`src/rtl/bft_pkg.sv`:
```
// Shared BFT leaf packet layout, config-port default and transmit FSM states.
// Reused by the leaf transmit and receive interfaces.
package bft_pkg;

    localparam int PKT_W    = 49;
    localparam int VLD_BIT  = 48;
    localparam int LEAF_LSB = 43;
    localparam int LEAF_W   = 5;
    localparam int PORT_LSB = 39;
    localparam int PORT_W   = 4;
    localparam int SEQ_LSB  = 32;
    localparam int SEQ_W    = 7;
    localparam int PAY_W    = 32;

    localparam logic [PORT_W-1:0] CFG_PORT_DEFAULT = 4'd0;

    typedef struct packed {
        logic              vld;
        logic [LEAF_W-1:0] leaf;
        logic [PORT_W-1:0] port;
        logic [SEQ_W-1:0]  seq;
        logic [PAY_W-1:0]  payload;
    } bft_pkt_t;

    typedef enum logic [1:0] {
        ST_IDLE  = 2'd0,
        ST_ARMED = 2'd1,
        ST_SEND  = 2'd2
    } bft_state_e;

endpackage

```
`src/rtl/leaf_sync_fifo.sv`:
```
// Show-ahead synchronous FIFO with registered occupancy count.
// Latency: write visible at head one cycle later; backpressure: push ignored when full, pop ignored when empty.
module leaf_sync_fifo #(
    parameter int DEPTH = 16,
    parameter int WIDTH = 32,
    localparam int AW = $clog2(DEPTH),
    localparam int CW = AW + 1
) (
    input  logic             clk,
    input  logic             reset,
    input  logic             i_push,
    input  logic [WIDTH-1:0] i_push_dat,
    input  logic             i_pop,
    output logic [WIDTH-1:0] o_head_dat,
    output logic [CW-1:0]    o_count,
    output logic             o_full,
    output logic             o_empty
);

    logic [WIDTH-1:0] r_mem [DEPTH];
    logic [AW-1:0]    r_wr_ptr;
    logic [AW-1:0]    r_rd_ptr;
    logic [CW-1:0]    r_count;
    logic             w_push;
    logic             w_pop;

    assign w_push = i_push && !o_full;
    assign w_pop  = i_pop && !o_empty;

    always_ff @(posedge clk) begin
        if (w_push) begin
            r_mem[r_wr_ptr] <= i_push_dat;
        end
    end

    // Pointers wrap for free because DEPTH is a power of two.
    always_ff @(posedge clk) begin
        if (reset) begin
            r_wr_ptr <= '0;
            r_rd_ptr <= '0;
            r_count  <= '0;
        end else begin
            if (w_push) r_wr_ptr <= r_wr_ptr + AW'(1);
            if (w_pop)  r_rd_ptr <= r_rd_ptr + AW'(1);
            case ({w_push, w_pop})
                2'b10:   r_count <= r_count + CW'(1);
                2'b01:   r_count <= r_count - CW'(1);
                default: r_count <= r_count;
            endcase
        end
    end

    assign o_head_dat = r_mem[r_rd_ptr];
    assign o_count    = r_count;
    assign o_full     = (r_count == CW'(DEPTH));
    assign o_empty    = (r_count == '0);

endmodule

```
`src/rtl/leaf_interface_tx.sv`:
```
// Leaf-to-BFT transmit interface: buffers operator words and sends them as headed packets.
// Latency: first packet one cycle after arming with data; backpressure: s_ready from registered FIFO count, resend holds the packet.
module leaf_interface_tx
    import bft_pkg::*;
#(
    parameter int                FIFO_DEPTH = 16,
    parameter logic [PORT_W-1:0] CFG_PORT   = CFG_PORT_DEFAULT
) (
    input  logic             clk,
    input  logic             reset,
    input  logic             ap_start,
    input  logic [PKT_W-1:0] din_leaf_bft2interface,
    output logic [PKT_W-1:0] dout_leaf_interface2bft,
    input  logic             resend,
    input  logic [PAY_W-1:0] s_data,
    input  logic             s_valid,
    output logic             s_ready,
    output logic [15:0]      sent_count
);

    localparam int CNT_W = $clog2(FIFO_DEPTH) + 1;

    bft_state_e        r_state;
    bft_state_e        w_state_nxt;
    logic              r_cfg_valid;
    logic [LEAF_W-1:0] r_dest_leaf;
    logic [PORT_W-1:0] r_dest_port;
    logic [SEQ_W-1:0]  r_seq;
    logic [15:0]       r_sent;
    logic              r_held;
    logic [LEAF_W-1:0] r_hdr_leaf;
    logic [PORT_W-1:0] r_hdr_port;

    bft_pkt_t          w_din;
    bft_pkt_t          w_pkt;
    logic              w_cfg_hit;
    logic              w_push;
    logic              w_in_send;
    logic              w_accept;
    logic              w_drain;
    logic [PAY_W-1:0]  w_head;
    logic [CNT_W-1:0]  w_count;
    logic              w_full;
    logic              w_empty;
    logic              w_unused_din;

    assign w_din        = bft_pkt_t'(din_leaf_bft2interface);
    assign w_cfg_hit    = w_din.vld && (w_din.port == CFG_PORT);
    assign w_unused_din = ^{w_din.leaf, w_din.seq, w_din.payload[PAY_W-1:9]};

    assign s_ready   = !w_full;
    assign w_push    = s_valid && s_ready;
    assign w_in_send = (r_state == ST_SEND);
    assign w_accept  = w_in_send && !resend;
    // FIFO will be empty after this accept unless a word arrives in the same cycle.
    assign w_drain   = (w_count == CNT_W'(1)) && !w_push;

    leaf_sync_fifo #(
        .DEPTH (FIFO_DEPTH),
        .WIDTH (PAY_W)
    ) u_fifo (
        .clk        (clk),
        .reset      (reset),
        .i_push     (w_push),
        .i_push_dat (s_data),
        .i_pop      (w_accept),
        .o_head_dat (w_head),
        .o_count    (w_count),
        .o_full     (w_full),
        .o_empty    (w_empty)
    );

    always_ff @(posedge clk) begin
        if (reset) begin
            r_cfg_valid <= 1'b0;
            r_dest_leaf <= '0;
            r_dest_port <= '0;
        end else if (w_cfg_hit) begin
            r_cfg_valid <= 1'b1;
            r_dest_leaf <= w_din.payload[8:4];
            r_dest_port <= w_din.payload[3:0];
        end
    end

    always_ff @(posedge clk) begin
        if (reset) begin
            r_state <= ST_IDLE;
        end else begin
            r_state <= w_state_nxt;
        end
    end

    always_comb begin
        w_state_nxt = r_state;
        case (r_state)
            ST_IDLE:  if (r_cfg_valid) w_state_nxt = ST_ARMED;
            ST_ARMED: if (ap_start && !w_empty) w_state_nxt = ST_SEND;
            ST_SEND:  if (w_accept && (w_drain || !ap_start)) w_state_nxt = ST_ARMED;
            default:  w_state_nxt = ST_IDLE;
        endcase
    end

    // A rejected packet freezes the header it was first shown with.
    always_ff @(posedge clk) begin
        if (reset) begin
            r_held     <= 1'b0;
            r_hdr_leaf <= '0;
            r_hdr_port <= '0;
        end else if (w_in_send && resend && !r_held) begin
            r_held     <= 1'b1;
            r_hdr_leaf <= r_dest_leaf;
            r_hdr_port <= r_dest_port;
        end else if (w_accept) begin
            r_held     <= 1'b0;
        end
    end

    always_ff @(posedge clk) begin
        if (reset) begin
            r_seq  <= '0;
            r_sent <= '0;
        end else if (w_accept) begin
            r_seq  <= r_seq + SEQ_W'(1);
            r_sent <= r_sent + 16'd1;
        end
    end

    always_comb begin
        w_pkt = '0;
        if (w_in_send) begin
            w_pkt.vld     = 1'b1;
            w_pkt.leaf    = r_held ? r_hdr_leaf : r_dest_leaf;
            w_pkt.port    = r_held ? r_hdr_port : r_dest_port;
            w_pkt.seq     = r_seq;
            w_pkt.payload = w_head;
        end
    end

    assign dout_leaf_interface2bft = w_pkt;
    assign sent_count              = r_sent;

endmodule

```
`config.mk`:
```
export PLATFORM = sky130hd
export DESIGN_NAME = leaf_interface_tx
export DESIGN_NICKNAME = d
export VERILOG_FILES = /design/src/rtl/bft_pkg.sv /design/src/rtl/leaf_sync_fifo.sv /design/src/rtl/leaf_interface_tx.sv
export SDC_FILE = /design/constraint.sdc
export NUM_CORES = 1
export LEC_CHECK = 0
export BUFFER_PORTS_ARGS = -buffer_cell sky130_fd_sc_hd__buf_2
export CAP_MARGIN = 10
export CORE_MARGIN = 2
export CORE_UTILIZATION = 44
export DETAILED_ROUTE_END_ITERATION = 7
export GPL_TIMING_DRIVEN = 0
export PLACE_DENSITY = 0.66
export SLEW_MARGIN = 20
export SYNTH_ARGS = -nofsm -noshare
export SYNTH_HDL_FRONTEND = slang
export SYNTH_SLANG_ARGS = --single-unit
```
`constraint.sdc`:
```
create_clock -name clk -period 5.5 [get_ports clk]
set_input_delay 0.275 -clock clk [delete_from_list [all_inputs] [get_ports clk]]
set_output_delay 0.275 -clock clk [all_outputs]
set_load 0.05 [all_outputs]
```
==> out/qor.txt, run 1 <==
Initial DRT Pass Iterations - 5
Cell variety after synth - 51
Crit start category - flip-flop
Vias/cell - 5.648
Share of cells above drive strength 1 - 25.96%
Skew-Pair Late Insertion Delay - 620 ps
Fin crit share - 67.31%
FFs w/ async S/R, synth - 0%
YS warnings - 0
LEAKAGE - 8.584 nW
Count of nets after finishing - 1538
Setup CP Type - reg2out
Worst Skew - 38.54 ps
Final std cells w/o fill - 2160
Crit path required time - 5220 ps
Most used DFF post-synth - edfxtp_1
Final Max Slew Viols - 0
HPWL Detailed - 33640 um
Die ar. - 52980 sq um
Core box area - 50380 sq um
CTS sink count - 574
Io pins - 152
Design Power - 0.008770 W
CTS tree - built
Antenna violations before repair - 3
Mapped Area - 22510 sq um
Crit end category - output port
Maximum VDD drop - 209.1 uV
Cell taking the most area after synthesis - edfxtp_1
Gpl congestion - 0.7788
Max stage delay cell, worst path - nor2_2
Max-cap violation count - 0
Placed cell count - 2041
Vias post-DR - 12200
Final hold vios - 0
Rel. slew slack - 34.28%
Synth area leaders - edfxtp_1, mux4_2, dfxtp_1
FP Rows - 82
Vias in the first global route - 12540
Drt total wl - 53400 um
Post CTS Setup Buffer Count - 0
Largest net degree at the start of global routing - 33
Drt wl/cell - 24.72 um
First-pass GRT wire length - 79260 um
Design Area, Final - 26400 sq um
DIE HEIGHT - 230.2 um
Post-Syn Instances - 1215
Max H-tree Level - 2
Achievable Freq - 270.1 MHz
Clk slew on worst S/H paths - 60 ps
Hold slack - 31.89 ps
IO Port Bufs - 114
P&R area growth vs syn - 17.31%
DRC - 0
Post-synth EDFFs - 512
Antenna-violating nets left - 0
Syn Area/Cell - 18.52 sq um
Finish-stage setup viols - 0
PD cells - 332.1 nW/um^2
Outcome - completed
CTS Buf Count - 57
Crit-path cells - nand2b_1, buf_4, inv_2, nand2_1, nor2_2, buf_2, a221o_1, buf_2
1st-iter DRT viols - 1136
Gr usage total - 20.33%
Synth Register Bits - 574
Final worst path period need - 3702 ps
Grt ovf - 0
Initial Util - 44.68%
Slew @ Worst Pin - 982.1 ps
Clk root buf - clkbuf_16
Crit Path Max Fanout - 10
Arrival time at the worst endpoint - 3430 ps
CP max stage delay - 620 ps
RSZ-0062 raised after global routing - false
Syn Nets - 1313
DP Area - 24470 sq um
Clock Tree Buf Depth - 3
Die width - 230.2 um
Most frequent CP cell - buf_2
Fraction of the yosys area taken by sequential cells - 73.82%
Share of the synthesized area in the top cell type - 68.31%
Hold Crit Class - in2reg
## synthesized netlist by cell type (3+ instances only)
cell      count
xor2_1       16
inv_1         9
a22o_1       22
nand3_1      20
ha_1         12
buf_4         8
a21oi_1      22
buf_6         8
xnor2_1       9
o21ai_0      16
a22oi_1      42
buf_1         3
mux4_2       86
and2_1       21
o31ai_1       4
nand4_1       7
mux2i_1     114
nor2_1       55
nand4b_1      3
buf_2        21
or3_1         3
or4_1         4
and4_1        3
dfxtp_1      62
a221o_1      22
nor4_1        6
edfxtp_1    512
clkbuf_1     26
nand2_1      28
and3_1       25
## per-layer routing
layer  vias up  global-route usage [%]  routed length, um
met5         -                       0                 26
met4         4                   6.694               1373
met3       101                   4.216               3936
met2       430                   32.67              25680
met1      6296                   27.84              22390
li1       5368                       -                  -
## state kept, by name, indices dropped and copies added (netlist names), named ones only
name and flops:
u_fifo.r_mem 512, r_dest_port 4, u_fifo.o_count 5, r_cfg_valid 1
r_dest_leaf 5, r_hdr_leaf 5, u_fifo.r_rd_ptr 4, r_seq 7
sent_count 16, r_held 1, r_hdr_port 4, u_fifo.r_wr_ptr 4
r_state 2
## layout by cell type (no fill, tap or decap), types with 12 or more instances in the layout
cell           count
edfxtp_1         512
a22oi_1           42
o21ai_0           16
mux2i_1          114
nand2_1           28
a221o_1           22
dfxtp_1           62
nand3_1           20
a21oi_1           22
buf_4             22
clkbuf_1          34
a22o_1            22
clkbuf_16         60
dlygate4sd3_1     12
ha_1              12
xor2_1            16
mux4_2            86
and2_1            13
nor2_1            51
buf_2            149
and3_1            25
clkinv_1          16
## cells by family (layout without fill, tap and decap cells)
kind of cell | Yosys count | count (layout) | synth area share, %
mux | 200 | 200 | 13.68
buf+inv | 79 | 351 | 1.862
simple gates | 193 | 193 | 4.636
flops | 574 | 574 | 73.82
fa+ha+maj | 12 | 12 | 0.6671
xor+xnor | 25 | 25 | 0.9728
compound gates | 132 | 132 | 4.364
other cells | 0 | 1 | 0
## repair_timing
action	in CTS	in global routing
hold endpoints to repair	18	0
hold buffers	12	0
gates resized for setup	0	0
## path summary, 6_finish.rpt
kind,start,end,slack (ps),cells past startpoint
setup / recovery,r_state[0],dout_leaf_interface2bft[31],1800,8
hold / removal,s_data[10],u_fifo.r_mem[7][10],30,1
setup reg to reg,u_fifo.o_count[0],u_fifo.r_mem[1][17],2430,11
hold reg to reg,r_hdr_leaf[4],r_hdr_leaf[4],450,2
## cell type report
| class | instances | area (sq um) |
|---|---|---|
| timing repair buffer | 166 | 1174 |
| buffer | 69 | 382.9 |
| inverter | 10 | 37.54 |
| antenna | 1 | 2.502 |
| clock inverter | 36 | 265.3 |
| fill | 4005 | 23970 |
| clock buffer | 70 | 1543 |
| multi-input combinational | 562 | 5543 |
| tap | 672 | 840.8 |
| sequential | 574 | 16620 |
## stage by stage
stage | setup TNS, ps | setup WS (ps) | utilization (%)
floorplan | 0 | 602.2 | -
finish | 0 | 1798 | 52.41
CTS | 0 | 1826 | 52.41
global placement | -390010 | -3429 | 47.48
detailed placement | 0 | 2419 | 48.58
global route | 0 | 1732 | 52.41
## power breakdown
part | switching [W] | leakage [nW] | internal (W) | total, W
Combinational | 0.000138 | 2.57 | 0.0000720 | 0.000210
Sequential | 0.0000148 | 5.13 | 0.00479 | 0.00481
Clock | 0.00162 | 0.883 | 0.00213 | 0.00375
Total | 0.00177 | 8.58 | 0.00700 | 0.00877
## critical path, delay by kind of cell, from the launching register on
kind / cells / cell delay, ps
AND/OR/NAND/NOR: 3 / 1090
AO/OA/AOI/OAI: 1 / 310
flip-flops: 1 / 370
buffers and inverters: 4 / 1070
(Power assumes the default switching activity.)
==> run 2: changes to the inputs <==
--- a/config.mk
+++ b/config.mk
@@ -11,7 +11,7 @@
 export CORE_UTILIZATION = 44
 export DETAILED_ROUTE_END_ITERATION = 7
 export GPL_TIMING_DRIVEN = 0
-export PLACE_DENSITY = 0.66
+export PLACE_DENSITY = 0.68
 export SLEW_MARGIN = 20
 export SYNTH_ARGS = -nofsm -noshare
 export SYNTH_HDL_FRONTEND = slang
==> constraint.sdc (replaced) <==
create_clock -name clk -period 3.38 [get_ports clk]
set_input_delay 0.169 -clock clk [delete_from_list [all_inputs] [get_ports clk]]
set_output_delay 0.169 -clock clk [all_outputs]
set_load 0.05 [all_outputs]
==> run 2 against run 1 <==
Sequential cell count unchanged. Worst hold slack improved by 78 ps. Cell count increased by 0.65%. Final area increased by 1.4%. Worst setup slack got worse by 1700 ps. Global-route usage decreased by 0.11 points. First-iteration DRC count decreased by 6.3%. Non-clock buffer count increased by 19. Sequential share of layout area decreased by 0.86 points.
==> out/qor.txt, run 2 (synthesis gave the netlist of run 1 again) <==
Post-Route Utilization - 53.14% (+0.72 points)
Max stage delay cell, worst path - a221o_1
Hold slack - 109.9 ps (+77.99 ps)
Most common cell after layout, fill and taps aside - edfxtp_1
Crit-path cells - buf_2, and2b_1, buf_2, a22oi_1, a22o_1, a221o_1, buf_2
Drt wl/cell - 24.46 um (-1.1%)
Design Area, Final - 26770 sq um (+1.4%)
P&R area growth vs syn - 18.93%
Initial DRT Pass Iterations - 5 (unchanged)
Skew-Pair Late Insertion Delay - 610 ps (about the same)
Buffers & Inverters on Critical Path - 3 (-1)
Vias/cell - 5.650 (about the same)
Share of cells above drive strength 1 - 25.33% (-0.62 points)
Top Metal Used - met4
M1 WL - 22310 um (-0.36%)
Die width - 230.2 um (unchanged)
Met3 wire length - 4090 um (+3.9%)
Vias in the first global route - 12840 (+2.4%)
Maximum VDD drop - 357.7 uV (+71%)
CTS Buf Count - 56 (-1.8%)
PD cells - 538.2 nW/um^2 (+62%)
Final hold vios - 0 (unchanged)
Largest net degree at the start of global routing - 33 (unchanged)
R2R cell count - 8 (-3)
DIE HEIGHT - 230.2 um (unchanged)
Core box area - 50380 sq um (unchanged)
Final Max Slew Viols - 0 (unchanged)
Crit Path Max Fanout - 10 (unchanged)
Arrival time at the worst endpoint - 3110 ps (-320 ps)
Hold Crit Class - in2reg
DRC - 0 (unchanged)
FF-to-FF setup slack - 280 ps (-2150 ps)
Gr usage total - 20.22% (-0.11 points)
CTS sink count - 574 (unchanged)
CTS tree - built
Slew @ Worst Pin - 886.2 ps (-95.92 ps)
Initial Util - 44.68% (unchanged)
Clock Tree Buf Depth - 3 (unchanged)
Count of nets after finishing - 1556 (+1.2%)
Worst Skew - 19.42 ps (-19.12 ps)
First-pass GRT wire length - 79670 um (+0.51%)
Most frequent CP cell - buf_2
Fillers - 3893 (-2.8%)
1st-iter DRT viols - 1065 (-6.3%)
Outcome - completed
Antenna violations before repair - 2 (-1)
Gpl congestion - 0.7817 (+0.37%)
FP Rows - 82 (unchanged)
Io pins - 152 (unchanged)
Crit end category - output port
Max H-tree Level - 2 (unchanged)
Rel. slew slack - 40.92% (+6.6 points)
Fin crit share - 97.00%
Internal power - 0.01153 W (+65%)
Logic pwr share - 2.6% (+0.2 points)
Pre-CTS setup slack - 281.8 ps (-2137 ps)
Reg2Reg Launch Point - u_fifo.o_count[0]
Switch Pwr - 0.002875 W (+62%)
Drt total wl - 53180 um (-0.41%)
Reg-to-reg critical path endpoint - u_fifo.r_mem[4][16]
CP endpoint - dout_leaf_interface2bft[31]
Crit start category - flip-flop
Max-cap violation count - 0 (unchanged)
DR WL met2 - 25700 um (about the same)
IO Port Bufs - 114 (unchanged)
Crit path required time - 3210 ps (-2010 ps)
Power share of the clock group - 43.1% (+0.3 points)
Clk slew on worst S/H paths - 60 ps (about the same)
Sw Ratio - 19.96% (-0.25 points)
Largest reg by FF count - u_fifo.r_mem
HPWL Detailed - 33100 um (-1.6%)
Final worst path period need - 3279 ps
Grt ovf - 0 (unchanged)
Setup CP Type - reg2out
Finish-stage setup viols - 0 (unchanged)
LEAKAGE - 8.692 nW (+1.3%)
Clk root buf - clkbuf_16
Vias post-DR - 12280 (+0.70%)
Achievable Freq - 305.0 MHz
Die ar. - 52980 sq um (unchanged)
Flop pwr share - 54.3% (-0.5 points)
Antenna-violating nets left - 0 (unchanged)
Max reg flops - 512 (unchanged)
Setup ws final - 101.4 ps (-1696 ps)
Delay-heaviest family, CP - buffers and inverters
Commonest non-fill, non-tap cells in the layout - edfxtp_1, buf_2, mux2i_1
CP max stage delay - 430 ps (-190 ps)
DP Area - 24460 sq um (about the same)
Setup Total Neg Slack - 0 ps (unchanged)
Critical path depth - 7 (-1)
[run 2: per-layer routing]
layer	up-vias	global-route usage [%]
met1	6361	27.67
li1	5390	-
met2	450	33.11
met3	83	4.390
met5	-	0
met4	0	5.020
[run 2: what timing repair did]
item                                    4_1_cts  5_1_grt
hold buffers                                 44        0
setup buffers                                 0        1
endpoints found under the setup margin       28        5
pin swaps                                     0        1
hold endpoints to repair                    528        0
resized for setup                             7        7
[run 2: worst min path at each step]
stage                     slack, ps                       from  cells after the start                 end
final                           110                      reset                      3       sent_count[7]
after floorplan                 270                  s_data[0]                      0  u_fifo.r_mem[0][0]
after global placement          400                   ap_start                      2          r_state[0]
after CTS                        80                      reset                      3       sent_count[7]
after global routing            130                      reset                      3       sent_count[7]
after detailed placement        410  din_leaf_bft2interface[3]                      3      r_dest_port[3]
[run 2: area by class of cell]
cell class                 count  area (sq um)  share of cell area, %
antenna                        2         5.005                0.01870
clock buffer                  70          1494                  5.581
multi-input combinational    562          5585                  20.87
timing repair buffer         185          1458                  5.445
sequential                   574         16620                  62.07
buffer                        69         397.9                  1.486
tap                          672         840.8                  3.141
clock inverter                30         334.1                  1.248
inverter                      10         37.54                 0.1402
[run 2: power groups by stage]
stage | clock [W] | sequential (W) | combinational [W]
floorplan | 0 | 0.00798 | 0.000139
global route | 0.00659 | 0.00783 | 0.000408
detailed placement | 0 | 0.00798 | 0.000333
global placement | 0 | 0.00798 | 0.000288
CTS | 0.00632 | 0.00782 | 0.000377
finish | 0.00621 | 0.00783 | 0.000376
[run 2: worst register-to-register path: stages, from the launching register on]
cell       delay [ps]
dfxtp_1           430
inv_1              90
ha_1              220
nand4bb_1          90
buf_2             170
nand2_1           340
nor3b_1           580
and2_2            610
buf_12            270
[run 2: metrics by stage]
step | std cells | power (W)
3_5_place_dp | 2027 | 0.008309
2_1_floorplan | 1215 | 0.008115
6_report | 2174 | 0.01441
4_1_cts | 2171 | 0.01452
5_1_grt | 2174 | 0.01483
3_3_place_gp | 2001 | 0.008267
